`src/rtl/transaction_arbiter.sv`:
```
// transaction_arbiter: round-robin sharing of the single transaction sequencer
// among NUM_REQ requesters, with a watchdog that aborts stalled transactions.
module transaction_arbiter #(
    parameter int unsigned NUM_REQ = 4,
    parameter int unsigned TIMEOUT = 1000,
    parameter int unsigned CNT_W   = 16
) (
    input  logic               clock,
    input  logic               resetn,
    input  logic [NUM_REQ-1:0] req,
    input  logic [2:0]         step,
    input  logic               done_step,
    output logic               start_transaction,
    output logic               ctrl_resetn,
    output logic [NUM_REQ-1:0] grant,
    output logic [NUM_REQ-1:0] pending,
    output logic [NUM_REQ-1:0] ack,
    output logic [NUM_REQ-1:0] err,
    output logic               busy
);

    localparam int unsigned IDX_W       = (NUM_REQ > 1) ? $clog2(NUM_REQ) : 1;
    localparam logic [2:0]  STEP_FINISH = 3'b100;
    localparam logic [CNT_W-1:0] WD_LAST = CNT_W'(TIMEOUT - 1);

    typedef enum logic [2:0] {
        ST_IDLE,
        ST_ISSUE,
        ST_WAIT,
        ST_DONE,
        ST_ABORT
    } state_t;

    state_t             state_q;
    logic [NUM_REQ-1:0] pending_q;
    logic [NUM_REQ-1:0] pending_d;
    logic [NUM_REQ-1:0] grant_q;
    logic [IDX_W-1:0]   rr_ptr_q;
    logic [CNT_W-1:0]   wd_cnt_q;

    logic               rr_found;
    logic [IDX_W-1:0]   rr_idx;
    logic [IDX_W-1:0]   rr_cand;
    logic [IDX_W-1:0]   grant_idx;
    logic [IDX_W-1:0]   rr_next;
    logic               complete;
    logic               wd_expired;
    logic [NUM_REQ-1:0] clr;

    // Round-robin search of the pending set starting at rr_ptr.
    always_comb begin
        rr_found = 1'b0;
        rr_idx   = rr_ptr_q;
        rr_cand  = rr_ptr_q;
        for (int unsigned k = 0; k < NUM_REQ; k++) begin
            rr_cand = IDX_W'(rr_ptr_q + IDX_W'(k));
            if (!rr_found && pending_q[rr_cand]) begin
                rr_found = 1'b1;
                rr_idx   = rr_cand;
            end
        end
    end

    // Index of the current owner; the served requester is searched last next time.
    always_comb begin
        grant_idx = '0;
        for (int unsigned i = 0; i < NUM_REQ; i++) begin
            if (grant_q[i]) begin
                grant_idx = IDX_W'(i);
            end
        end
        rr_next = IDX_W'(grant_idx + IDX_W'(1));
    end

    // End-of-transaction detection; completion takes precedence over the watchdog.
    always_comb begin
        complete   = (state_q == ST_WAIT) && (step == STEP_FINISH) && done_step;
        wd_expired = (state_q == ST_WAIT) && (wd_cnt_q == WD_LAST);
        clr        = (complete || wd_expired) ? grant_q : '0;
        pending_d  = (pending_q & ~clr) | req;
    end

    // Arbitration FSM with pending latch, owner, pointer and watchdog counter.
    always_ff @(posedge clock) begin
        if (!resetn) begin
            state_q   <= ST_IDLE;
            pending_q <= '0;
            grant_q   <= '0;
            rr_ptr_q  <= '0;
            wd_cnt_q  <= '0;
        end else begin
            pending_q <= pending_d;
            case (state_q)
                ST_IDLE: begin
                    if (rr_found) begin
                        grant_q <= NUM_REQ'(1) << rr_idx;
                        state_q <= ST_ISSUE;
                    end
                end
                ST_ISSUE: begin
                    wd_cnt_q <= '0;
                    state_q  <= ST_WAIT;
                end
                ST_WAIT: begin
                    if (complete) begin
                        rr_ptr_q <= rr_next;
                        state_q  <= ST_DONE;
                    end else if (wd_expired) begin
                        rr_ptr_q <= rr_next;
                        state_q  <= ST_ABORT;
                    end else begin
                        wd_cnt_q <= wd_cnt_q + CNT_W'(1);
                    end
                end
                ST_DONE, ST_ABORT: begin
                    grant_q <= '0;
                    state_q <= ST_IDLE;
                end
                default: begin
                    grant_q <= '0;
                    state_q <= ST_IDLE;
                end
            endcase
        end
    end

    // Output decode straight from registered state.
    always_comb begin
        start_transaction = (state_q == ST_ISSUE);
        busy              = (state_q != ST_IDLE);
        ctrl_resetn       = resetn && (state_q != ST_ABORT);
        grant             = grant_q;
        pending           = pending_q;
        ack               = (state_q == ST_DONE)  ? grant_q : '0;
        err               = (state_q == ST_ABORT) ? grant_q : '0;
    end

endmodule

```
`config.mk`:
```
export PLATFORM = sky130hd
export DESIGN_NAME = transaction_arbiter
export DESIGN_NICKNAME = d
export VERILOG_FILES = /design/src/rtl/transaction_arbiter.sv
export SDC_FILE = /design/constraint.sdc
export NUM_CORES = 1
export LEC_CHECK = 0
export CORE_MARGIN = 4
export CORE_UTILIZATION = 40
export DETAILED_ROUTE_END_ITERATION = 6
export GPL_TIMING_DRIVEN = 0
export PLACE_DENSITY = 0.67
export REMOVE_ABC_BUFFERS = 1
export SYNTH_ARGS = -nofsm -noshare
export SYNTH_HDL_FRONTEND = slang
export SYNTH_SLANG_ARGS = --single-unit
```
`constraint.sdc`:
```
create_clock -name clock -period 3.05 [get_ports clock]
set_clock_uncertainty 0.1 [all_clocks]
set_input_delay 0.7625 -clock clock [delete_from_list [all_inputs] [get_ports clock]]
set_output_delay 0.7625 -clock clock [all_outputs]
set_load 0.05 [all_outputs]
```
==> impl_metrics.py <==
metrics = {
    "place": {
        "gp_congestion": 0.7915,
        "port_buffers": 28,
        "pre_cts_ws_ps": -1390,
        "dpl_cell_area_mm2": 0.001962,
        "dpl.hpwl_um": 2924,
    },
    "finish": {
        "fillers": 395,
        "postLayoutCellArea_mm2": 0.002054,
        "antennaDiodeCount": 0,
        "drive_gt1_share_pct": 7.917,
        "syn2layout_area_growth_pct": 22.35,
        "final_nets": 251,
    },
    "yosys": {
        "synth-seq-cells": 29,
        "ys_warn_count": 0,
        "ys_top_cells_by_area": "dfxtp_1 35%, o21ai_0 6.0%, nand2_1 5.8%, a21oi_1 3.9%, nor2_1 3.6%",
        "synth-main-ff-cell": "dfxtp_1",
        "netlist_instances": 215,
        "yosysSeqAreaShare_pct": 34.58,
        "syn_area_per_cell_um2": 7.810,
        "synth_common_cells": "29 x dfxtp_1, 26 x nand2_1, 20 x o21ai_0",
        "synth-edff-count": 0,
        "synth_top_area_share_pct": 34.58,
        "syn_area_mm2": 0.001679,
        "yosysTopAreaCell": "dfxtp_1",
        "synth_cell_types": 52,
        "synthArstFlopShare_pct": 0,
        "yosysMostFrequentCell": "dfxtp_1",
    },
    "worst_setup_path": {
        "path_max_fanout": 32,
        "max_stage_delay_ps": 540,
        "worstPathRequired_ps": 2190,
        "path_class": "in2out",
        "cp_slowest_cell": "dlygate4sd2_1",
        "crit_arrival_ps": 1980,
        "cp-end-kind": "output pin",
        "path_cells": "clkbuf_4 > clkinvlp_4 > a21oi_1 > dlygate4sd2_1",
        "startpoint_type": "input port",
    },
    "clock_network": {
        "clock_latency_ps": 280,
        "clockBufferDepth": 2,
        "cts_tree": "done",
        "clockRootBuffer": "clkbuf_8",
        "clk_pin_slew_ps": 70,
        "cts_made_buffers": 5,
        "cts_max_level": 2,
        "cts_sinks": 29,
    },
    "floorplan": {
        "rows": 23,
        "start_util_pct": 41.68,
        "die_h_um": 72.79,
        "die_area_mm2": 0.005298,
        "num_io_pins": 29,
        "core_area_mm2": 0.004029,
        "die-width_um": 72.79,
    },
    "status": {
        "run_status": "completed",
    },
    "route": {
        "firstDrtPassIters": 6,
        "ant_nets": 0,
        "vias": 1667,
        "viasPerCell": 5.748,
        "drtIter0Drc": 164,
        "avgRoutedWirePerCell_um": 14.89,
        "drc": 0,
        "wl_um": 4317,
    },
    "timing": {
        "rsz0062_at_grt": "false",
        "setup_slack_ps": 206.9,
        "timing.slew.headroom_pct": 66.28,
        "max_freq_mhz": 351.7,
        "hold_viol": 0,
        "maxSlewViolCount": 0,
        "setup_viol": 0,
        "whs_ps": 393.4,
        "tightest_slew_ps": 504.2,
        "post-route-period-util_pct": 93.22,
        "min_period_ps": 2843,
    },
    "grt": {
        "grt_pass1_wl_um": 7369,
        "grt_util_met3_pct": 4.270,
        "grt_pass1_vias": 1507,
        "use_met2_pct": 25.15,
        "grt_use_total_pct": 17.75,
        "overflow": 0,
        "busiest_layer": "met1",
        "grt_use_met1_pct": 26.06,
        "grt_max_degree": 33,
        "antenna_found_initial": 0,
    },
    "job": {
        "cap_violations": 0,
    },
    "power": {
        "power.density_mw_per_mm2": 580.1,
        "leakage_nw": 0.7529,
        "ir_worst_vdd_uv": 409.8,
    },
    "min_path": {
        "hp-class": "reg2reg",
    },
}
-- routing by layer --
layer  wire length (um)  part of all wire [%]  up-vias
li1                   -                     -      848
met1               2215                    51      776
met2               1862                    43       38
met3                179                   4.1        5
met4                 59                   1.4        0
met5                  0                     0        -
-- per-stage QoR --
stage / total power, W / TNS (ps) / std cells / util (%)
after floorplan: 0.0007365 / 0 / 204 / -
after global placement: 0.0008781 / -2767 / 282 / 48.70
after detailed placement: 0.0008782 / -2657 / 282 / 48.70
after CTS: 0.001196 / 0 / 290 / 50.93
after global routing: 0.001258 / 0 / 290 / 50.99
final: 0.001192 / 0 / 290 / 50.99
-- registers in the layout, summed over array words and instances, names as in the netlist --
name	flops
grant	4
pending	4
rr_ptr_q	2
state_q	3
wd_cnt_q	16
-- layout by cell type, fill, tap and decap left out, drive strengths merged, types with 3 or more instances in the layout --
cell type       n
o311ai          3
o211ai          4
o21ai          21
nor2b           5
nor3            8
dfxtp          29
clkdlybuf4s50  25
and4            3
nand3          10
and2            3
nor2           17
inv             7
nand2b          3
a21oi          14
and3            7
a31oi           6
nand4b          3
nand2          27
clkbuf          8
nand4           5
-- worst paths after layout --
kind | startpoint | endpoint | slack, ps | cells past startpoint
hold / removal | rr_ptr_q[0] | rr_ptr_q[0] | 390 | 2
setup / recovery | resetn | ctrl_resetn | 210 | 4
hold reg to reg | rr_ptr_q[0] | rr_ptr_q[0] | 390 | 2
setup reg to reg | state_q[2] | wd_cnt_q[6] | 950 | 5
-- report_power, final --
group	switching, W	total, W	internal (W)
clock network	0.000144	0.000323	0.000179
logic	0.000296	0.000424	0.000128
registers	0.0000382	0.000446	0.000407
total	0.000478	0.00119	0.000714
-- area by class of cell --
cell class	count	area [um^2]	share of cell area, %
timing repair buffer	29	282.8	13.76
clock buffer	7	86.33	4.202
inverter	8	33.78	1.644
multi-input combinational	167	1008	49.09
sequential	29	580.6	28.26
tap	50	62.56	3.045
-- critical path, delay by kind of cell --
kind,cells,cell delay [ps]
buffers and inverters,3,1090
AO/OA/AOI/OAI,1,130
-- what timing repair did --
action / CTS / global route
buffers inserted: 1 / 0
hold endpoints to repair: 0 / 0
hold buffers: 0 / 0
gates resized for setup: 8 / 1
setup endpoints to repair: 4 / 1
-- cells by family after synthesis --
logic type / after synthesis / synth area share, %
AO/OA/AOI/OAI: 61 / 24.07
adder cells (fa/ha/maj): 1 / 0.7450
buffers and inverters: 19 / 5.365
flip-flops: 29 / 34.58
AND/OR/NAND/NOR: 105 / 35.25
(Power assumes the default switching activity.)
